**src/rtl/gen_lane_pipeline.sv**
```systemverilog
// gen_lane_pipeline: elastic STAGES-deep register pipeline with a MODE-selected entry transform.
// Define GEN_LANE_PIPELINE_PARITY_EN to carry a per-beat parity bit out on out_parity.
module gen_lane_pipeline #(
  parameter int WIDTH  = 8,
  parameter int STAGES = 3,
  parameter int MODE   = 0,
  parameter int CNT_W  = 16
) (
  input  logic                        clk,
  input  logic                        rst,
  input  logic                        flush,
  input  logic                        in_valid,
  input  logic [WIDTH-1:0]            in_data,
  output logic                        in_ready,
  output logic                        out_valid,
  output logic [WIDTH-1:0]            out_data,
  input  logic                        out_ready,
  output logic [$clog2(STAGES+1)-1:0] occupancy,
  output logic [CNT_W-1:0]            beat_count
`ifdef GEN_LANE_PIPELINE_PARITY_EN
  ,
  output logic                        out_parity
`endif
);

  localparam int OCC_W = $clog2(STAGES+1);

  logic [WIDTH-1:0]  t_data;
  logic [STAGES-1:0] s_valid;
  logic [WIDTH-1:0]  s_data [STAGES];
  logic [STAGES:0]   rdy;

  generate
    if (MODE == 0) begin : g_pass
      assign t_data = in_data;
    end else if (MODE == 1) begin : g_inv
      for (genvar i = 0; i < WIDTH; i++) begin : g_bit
        assign t_data[i] = ~in_data[i];
      end
    end else if (MODE == 2) begin : g_rol
      assign t_data = {in_data[WIDTH-2:0], in_data[WIDTH-1]};
    end else begin : g_zero
      assign t_data = '0;
    end
  endgenerate

  // A stage can take new data if it is empty or everything downstream of it will move.
  always_comb begin
    rdy = '0;
    rdy[STAGES] = out_ready;
    for (int k = STAGES - 1; k >= 0; k--) begin
      rdy[k] = !s_valid[k] || rdy[k+1];
    end
  end

  assign in_ready  = rdy[0] && !flush;
  assign out_valid = s_valid[STAGES-1] && !flush;
  assign out_data  = s_data[STAGES-1];

`ifdef GEN_LANE_PIPELINE_PARITY_EN
  logic [STAGES-1:0] s_par;
  assign out_parity = s_par[STAGES-1];
`endif

  generate
    for (genvar k = 0; k < STAGES; k++) begin : g_stage
      logic             nxt_valid;
      logic [WIDTH-1:0] nxt_data;
      logic             v_q;
      logic [WIDTH-1:0] d_q;

      if (k == 0) begin : g_head
        assign nxt_valid = in_valid && !flush;
        assign nxt_data  = t_data;
      end else begin : g_body
        assign nxt_valid = s_valid[k-1];
        assign nxt_data  = s_data[k-1];
      end

      // Flush drops valids only; data is left in place.
      always_ff @(posedge clk or posedge rst) begin
        if (rst) begin
          v_q <= 1'b0;
          d_q <= '0;
        end else if (flush) begin
          v_q <= 1'b0;
        end else if (rdy[k]) begin
          v_q <= nxt_valid;
          if (nxt_valid) d_q <= nxt_data;
        end
      end

      assign s_valid[k] = v_q;
      assign s_data[k]  = d_q;

`ifdef GEN_LANE_PIPELINE_PARITY_EN
      logic nxt_par;
      logic p_q;

      if (k == 0) begin : g_par_head
        assign nxt_par = ^t_data;
      end else begin : g_par_body
        assign nxt_par = s_par[k-1];
      end

      always_ff @(posedge clk or posedge rst) begin
        if (rst) begin
          p_q <= 1'b0;
        end else if (!flush && rdy[k] && nxt_valid) begin
          p_q <= nxt_par;
        end
      end

      assign s_par[k] = p_q;
`endif
    end
  endgenerate

  always_comb begin
    occupancy = '0;
    for (int k = 0; k < STAGES; k++) begin
      occupancy = occupancy + OCC_W'(s_valid[k]);
    end
  end

  always_ff @(posedge clk or posedge rst) begin
    if (rst) begin
      beat_count <= '0;
    end else if (out_valid && out_ready) begin
      beat_count <= beat_count + 1'b1;
    end
  end

endmodule

```
**config.mk**
```make
export PLATFORM = sky130hd
export DESIGN_NAME = gen_lane_pipeline
export DESIGN_NICKNAME = d
export VERILOG_FILES = /design/src/rtl/gen_lane_pipeline.sv
export SDC_FILE = /design/constraint.sdc
export NUM_CORES = 1
export LEC_CHECK = 0
export BUFFER_PORTS_ARGS = -buffer_cell sky130_fd_sc_hd__buf_4
export CORE_UTILIZATION = 25
export CTS_BUF_LIST = sky130_fd_sc_hd__clkbuf_8
export DETAILED_ROUTE_END_ITERATION = 8
export PLACE_DENSITY = 0.55
export SYNTH_ARGS = -nofsm -noshare
export SYNTH_HDL_FRONTEND = slang
export SYNTH_SLANG_ARGS = --single-unit
```
**constraint.sdc**
```tcl
create_clock -name clk -period 1.7 [get_ports clk]
set_input_delay 0.425 -clock clk [delete_from_list [all_inputs] [get_ports clk]]
set_output_delay 0.425 -clock clk [all_outputs]
set_load 0.1 [all_outputs]
```
**Yosys cells after proc, flatten, opt, wreduce, memory -nomap -nowiden**

Index checks and enable logic that the tools add are counted.

- $add $sub $neg: 3
- Multiply operators: 0
- Div/mod/pow operators: 0
- Order comparisons: 0
- Eq/ne operators: 0
- Shift operators: 0
- Mux-type cells: 6
- Bitwise operators: 1
- Reductions and logical operators: 17

Operators by type and width:

| kind | count |
|---|---|
| adder 16 x 1 -> 16 bit (second input constant) | 1 |
| AND reduction 3 bit | 3 |
| 2-to-1 mux 1 bit | 6 |
| nonzero test 2 bit | 3 |
| logical AND 1 bit | 4 |
| logical NOT 1 bit | 4 |
| logical OR 1 bit | 3 |
| adder 1 x 1 -> 2 bit | 1 |
| adder 2 x 1 -> 2 bit | 1 |
| inverter 1 bit | 1 |

- Register bits: 43
- Bits in latches: 0
- Bits in writable memories: 0
- Memory bits (read-only): 0
- Input port bits: 13
- Output and inout bits: 28
- Word-level logic and storage cells: 34
- Memories: 0

**Longest topological paths before layout**

Gate-level depths: netlist of run 1.

- Depth after elaboration: 6
- Mapped depth: 6

**Worst setup path before layout of run 1**

Ideal clock, no wire load.

- Path kind: flip-flop to flip-flop
- From: register g_stage[2].v_q
- To: register g_stage[0].d_q[0]
- Arrival: 2,986 ps
- Data required time: 1,575 ps
- Setup slack: -1,411 ps
- Stages on the path, launching flop included: 5
- Path buffers: 0
- Period minus slack after synthesis: 3,111 ps
- Path through: dfrtp_1 -> nor2b_1 -> a31oi_1 -> nand2_2 -> mux2_2

- Longest elaborated chain between the ends: 5

Ends and longest elaborated chain:

| what | RTL line | source |
|---|---|---|
| from (decl) | 69 | `logic v_q;` |
| from (signal assigned) | 88 | `v_q <= nxt_valid;` |
| logical NOT 1 bit | 52 | `rdy[k] = !s_valid[k] \|\| rdy[k+1];` |
| logical OR 1 bit (3 in a row) | 52 |  |
| AND reduction 3 bit (no line) | - |  |
| to (signal assigned) | 89 | `if (nxt_valid) d_q <= nxt_data;` |
| to (decl) | 70 | `logic [WIDTH-1:0] d_q;` |

No other way between the ends.
A chain may end at the register's enable or synchronous reset.

**Final worst setup path of run 1**

- From: register g_stage[1].v_q
- To: output port occupancy[0]

- Longest elaborated chain between the ends: 2

Ends and longest elaborated chain:

| what | RTL line | source |
|---|---|---|
| from (decl) | 69 |  |
| from (signal assigned) | 88 |  |
| adder 1 x 1 -> 2 bit | 122 | `occupancy = occupancy + OCC_W'(s_valid[k]);` |
| adder 2 x 1 -> 2 bit | 122 |  |
| to (decl) | 18 | `output logic [$clog2(STAGES+1)-1:0] occupancy,` |

No other way between the ends.

==> results_dict.tcl, run 1 <==
set metrics [dict create \
    clk-insertion-delay-late_ns 0.29 \
    critPathCaptureType "output pin" \
    path_cells "fa_2 > buf_12" \
    hold_class "input pin to async pin" \
    cts_sinks 43 \
    setup_tns_ns -0.348 \
    hpwl_um 2350 \
    r2r_cells 6 \
    dr.pass1.iters 4 \
    vias 1145 \
    initial_utilization_pct 26.2 \
    fillers 707 \
    rows 30 \
    dpl.cell_count 269 \
    layout.cells.non_filler 279 \
    grt_usage_pct 9.92 \
    crit_slowest_cell "fa_2" \
    critical_path_arrival_ns 1.48 \
    synth.distinct_cells 26 \
    diodes 0 \
    skew_ns 0.00279 \
    p_leak_nw 1.18 \
    ys_seq_area_share_pct 59.5 \
    netlist_top_cells_area "dfrtp_1 (59%), mux2_2 (16%), xnor2_1 (4.4%), xor2_1 (2.9%), nor4_4 (2.4%)" \
    cts_max_level 2 \
    die_w_um 87.1 \
    fin_util_pct 37.2 \
    grt_max_degree 44 \
    rsz0062_at_grt "yes" \
    ys_ff_latch 43 \
    cts_made_buffers 5 \
    netlist_area_um2 1810 \
    ff2ff_setup_slack_ns 0.05 \
    cpPeakStageDelay_ns 0.59 \
    fp.coreArea_um2 6910 \
    worst_pin_slew_ns 0.330 \
    hold_slack_ns 0.166 \
    reg2reg_from "g_stage[2].v_q$_DFFE_PP0P_" \
    fmaxAchievable_mhz 524 \
    via_per_inst 4.10 \
    syn_avg_cell_area_um2 14.2 \
    setup_ws_ns -0.208 \
    irDropWorstVdd_mv 1.05 \
    io_pins 41 \
    grt_pass1_wl_um 5690 \
    crit_buf_inv 1 \
    setup_viol 3 \
    fin_crit_ns 1.91 \
    clockRootBuffer "clkbuf_8" \
    route.detailed.drc 0 \
    cp.required_ns 1.27 \
    fin_nets 197 \
    maxSlewViolCount 0 \
    antenna_left 0 \
    start_kind "flip-flop" \
    synth_fp_nets 142 \
    synth_top_area_share_pct 59.5 \
    globalRoute.totalOverflow 0 \
    cts_tree "yes" \
    drive_gt1_share_pct 59.6 \
    grt_pass1_vias 1172 \
    r2r-end "out_data[7]$_DFFE_PP0P_" \
    critical_path_class "flip-flop to output pin" \
    antenna_found_initial 0 \
    power.density_nw_per_um2 1400 \
    dieArea_um2 7580 \
    globalplace.congestion 0.702 \
    ctsHoldBuffers 0 \
    cp_max_fo 2 \
    area_delta_synth_final_pct 42.2 \
    cp_top_family "adder cells" \
    ys_warn_count 0 \
    drv_cap 0 \
    clk_pin_slew_ns 0.08 \
    wl_um 3460 \
    finalCritPeriodShare_pct 112 \
    cts.path.max_buffers 2 \
    port-buffer-count 40 \
    slew_headroom_pct 77.8 \
    die_y_um 87.1 \
    finalPower_mw 3.60 \
    status "finished, violations left" \
    failed_checks "setup timing" \
    synth.largest_area_cell "dfrtp_1" \
    synth_cells 127 \
    drt_iter0_drc 17 \
    avgRoutedWirePerCell_um 12.4 \
    hold_viol 0 \
]
where the power goes:
| group | switching (mW) | total [mW] | internal (mW) | leakage [nW] |
|---|---|---|---|---|
| registers | 0.137 | 1.37 | 1.23 | 0.517 |
| logic | 1.01 | 1.40 | 0.395 | 0.600 |
| clock network | 0.356 | 0.831 | 0.476 | 0.0612 |
| total | 1.50 | 3.60 | 2.10 | 1.18 |
timing repair:
item / 4_1_cts / 5_1_grt
gates resized for setup: 17 / 5
gates cloned: 0 / 0
pin swaps: 1 / 3
endpoints found under the setup margin: 4 / 23
buffers inserted: 3 / 1
how the worst max path moves through the flow:
stage	from	slack, ns	cells after the start	endpoint
global route	g_stage[1].v_q$_DFFE_PP0P_	-0.25	2	occupancy[0]
CTS	g_stage[2].v_q$_DFFE_PP0P_	-0.22	2	occupancy[0]
global placement	g_stage[2].v_q$_DFFE_PP0P_	0.04	2	occupancy[0]
detailed placement	g_stage[2].v_q$_DFFE_PP0P_	0.04	2	occupancy[0]
finish	g_stage[1].v_q$_DFFE_PP0P_	-0.21	2	occupancy[0]
floorplan	g_stage[2].v_q$_DFFE_PP0P_	-0.13	4	g_stage[0].d_q[0]$_DFFE_PP0P_
layout by cell type (no fill, tap or decap), drive strengths merged:
cell type and n:
nor3b 1, nor3 3, nand2 8, xnor2 9, nand3b 2, a31oi 2
and2b 1, xor2 6, mux2 25, nand4 1, nor2b 1, and3 2
buf 50, dfrtp 43, nor4 2, nand4b 1, ha 1, inv 2
clkbuf 6, nor2 6, or2 1, clkinv 2, nand3 4, fa 1
bufinv 1, a21oi 1, and4 1
area by class of cell:
cell class	count	area [um2]	area share [%]
tap	96	120	4.67
timing repair buffer	50	435	16.9
clock buffer	6	82.6	3.21
sequential	43	1110	43.1
multi-input combinational	79	779	30.3
clock inverter	2	35.0	1.36
inverter	3	11.3	0.438
state kept, by name (all words and copies together), names as in the netlist:
| name | cells |
|---|---|
| out_data | 8 |
| beat_count | 16 |
| g_stage.d_q | 16 |
| g_stage.v_q | 3 |
synth_stat cells, drive strengths merged:
library cell,n
ha,1
nand4b,1
nand3b,2
mux2,25
and3,2
a21oi,1
xor2,6
nand4,1
fa,1
nand2,8
and4,1
or2,1
nor3b,1
and2b,1
nor2b,1
nor3,3
dfrtp,43
xnor2,9
inv,3
nor4,2
a31oi,2
nor2,6
buf,2
nand3,4
worst min-delay path: cells and delay by family:
kind | cells | cell delay, ns
buf+inv | 3 | 0.40
metrics by stage:
stage                     worst slack (ns)  instance area (um2)
after floorplan                     -0.129                 1890
after global placement              0.0407                 2360
after detailed placement            0.0368                 2360
after CTS                           -0.221                 2570
after global routing                -0.245                 2570
final                               -0.208                 2570
cell families after synthesis:
kind of cell | count (synthesis) | synth area share (%)
flops | 43 | 59.5
simple gates | 34 | 13.1
mux | 25 | 15.6
buf+inv | 5 | 1.87
fa+ha+maj | 2 | 1.80
xor+xnor | 15 | 7.26
compound gates | 3 | 0.968
metal layers:
metal | vias to the layer above | GRT usage (%) | share of wire, %
met2 | 36 | 15.6 | 46
met3 | 4 | 3.70 | 5.3
li1 | 545 | - | -
met4 | 0 | 2.73 | 0.78
met5 | - | 0 | 0
met1 | 560 | 12.8 | 48
Power figures use the tool's default switching activity.
==> run 2, diff against run 1 <==
--- a/config.mk
+++ b/config.mk
@@ -6,6 +6,7 @@
 export NUM_CORES = 1
 export LEC_CHECK = 0
 export BUFFER_PORTS_ARGS = -buffer_cell sky130_fd_sc_hd__buf_4
+export CAP_MARGIN = 20
 export CORE_UTILIZATION = 25
 export CTS_BUF_LIST = sky130_fd_sc_hd__clkbuf_8
 export DETAILED_ROUTE_END_ITERATION = 8
==> constraint.sdc (replaced) <==
create_clock -name clk -period 1.7 [get_ports clk]
set_input_delay 0.255 -clock clk [delete_from_list [all_inputs] [get_ports clk]]
set_output_delay 0.255 -clock clk [all_outputs]
set_load 0.1 [all_outputs]
==> results_dict.tcl, run 2 (synthesis gave the netlist of run 1 again) <==
set metrics [dict create \
    status "finished, violations left" \
    grt_max_degree 28 \
    drive_gt1_share_pct 58.6 \
    die_w_um 87.1 \
    pre_cts_ws_ns 0.133 \
    grt_pass1_vias 1181 \
    fp.coreArea_um2 6910 \
    route.detailed.drc 0 \
    fmaxAchievable_mhz 575 \
    critPathCaptureType "output pin" \
    grt_usage_pct 9.97 \
    p_int_mw 1.87 \
    cts_tree "yes" \
    drv_cap 0 \
    cts_max_level 2 \
    antenna_left 0 \
    area_delta_synth_final_pct 35.7 \
    finalPower_mw 3.37 \
    hold_class "input pin to async pin" \
    grt_pass1_wl_um 5710 \
    cts_made_buffers 5 \
    clk-insertion-delay-late_ns 0.29 \
    slew_headroom_pct 75.2 \
    final_common_cell "buf_4" \
    clk_pin_slew_ns 0.09 \
    placed_area_um2 2340 \
    layout_common_cells "buf_4 (46), dfrtp_1 (30), mux2_2 (25)" \
    critical_path_class "flip-flop to output pin" \
    wl_um 3370 \
    clockRootBuffer "clkbuf_8" \
    rsz0062_at_grt "yes" \
    cts_sinks 43 \
    irDropWorstVdd_mv 1.02 \
    fin_area_um2 2450 \
    cp_max_fo 2 \
    ctsHoldBuffers 0 \
    vias 1144 \
    diodes 0 \
    path_cells "fa_2 > buf_12" \
    worst_pin_slew_ns 0.369 \
    setup_tns_ns -0.0381 \
    failed_checks "setup timing" \
    comb_power_share_pct 40.3 \
    p_leak_nw 1.12 \
    rows 30 \
    avgRoutedWirePerCell_um 12.2 \
    cts.path.max_buffers 2 \
    fin_nets 195 \
    setup_ws_ns -0.0381 \
    port-buffer-count 40 \
    globalplace.congestion 0.698 \
    hold_viol 0 \
    globalRoute.totalOverflow 0 \
    hpwl_um 2460 \
    skew_ns 0.00731 \
    die_y_um 87.1 \
    power.share.clock_pct 19.6 \
    maxSlewViolCount 0 \
    drt_iter0_drc 41 \
    power_switching_mw 1.49 \
    io_pins 41 \
    via_per_inst 4.13 \
    cpPeakStageDelay_ns 0.60 \
    start_kind "flip-flop" \
    cp.required_ns 1.44 \
    critical_path_arrival_ns 1.48 \
    power.density_nw_per_um2 1370 \
    initial_utilization_pct 26.2 \
    dr.pass1.iters 3 \
    setup_viol 1 \
    dieArea_um2 7580 \
    p_seq_share_pct 40.1 \
    fin_crit_ns 1.74 \
    antenna_found_initial 0 \
    switching_share_pct 44.4 \
    crit_slowest_cell "fa_2" \
    finalCritPeriodShare_pct 102 \
    hold_slack_ns 0.0267 \
]
## run 2: changes by cell type in the layout (fill, tap and decap cells not counted), sizes merged
cell,delta
clkinv,-2
clkinvlp,+2
clkbuf,-1
bufinv,-1
buf,-2
inv,+2
## run 2: per-layer routing
| layer | wire length [um] | vias up | track usage, % |
|---|---|---|---|
| li1 | - | 542 | - |
| met1 | 1670 | 568 | 13.5 |
| met2 | 1480 | 32 | 14.7 |
| met3 | 203 | 2 | 3.60 |
| met4 | 15 | 0 | 3.18 |
| met5 | 0 | - | 0 |
## run 2: worst paths after layout
kind	start	endpoint	slack, ns	cells past startpoint
max	g_stage[0].v_q$_DFFE_PP0P_	occupancy[0]	-0.04	2
min	rst	g_stage[1].d_q[3]$_DFFE_PP0P_	0.03	3
max reg2reg	g_stage[2].v_q$_DFFE_PP0P_	beat_count[15]$_DFFE_PP0P_	0.17	5
min reg2reg	beat_count[10]$_DFFE_PP0P_	beat_count[10]$_DFFE_PP0P_	0.48	1
max in group asynchronous	rst	g_stage[2].v_q$_DFFE_PP0P_	1.10	4
min in group clk	in_data[5]	g_stage[0].d_q[5]$_DFFE_PP0P_	0.19	2
## run 2: worst max-delay path, delay by kind of cell (launching register included)
| kind | cells | cell delay [ns] |
|---|---|---|
| adder cells (fa/ha/maj) | 1 | 0.60 |
| flip-flops | 1 | 0.42 |
| buffers and inverters | 1 | 0.17 |
## run 2: layout make-up
cell class              count  area [um2]
inverters                   3        11.3
repair buffers             48         377
clock buffers               5        68.8
multi-input cells          79         747
fillers                   701        4450
clock inverters             3        23.8
flip-flops and latches     43        1110
well taps                  96         120
## run 2: repair_timing
action,4_1_cts,5_1_grt
buffers inserted,1,0
pin swaps,0,0
gates resized for setup,4,1
endpoints found under the setup margin,2,2
## run 2: through the flow
stage               utilization (%)  instances
floorplan                         -        127
global placement               33.8        268
detailed placement             33.8        268
CTS                            35.5        277
global route                   35.5        277
finish                         35.5        277
## run 2: power by group through the flow
stage	logic, mW	clock network, mW	registers (mW)
after global routing	1.40	0.738	1.38
after detailed placement	1.35	0	1.38
after floorplan	0.285	0	2.14
after CTS	1.37	0.695	1.36
after global placement	1.34	0	1.37
final	1.36	0.660	1.35
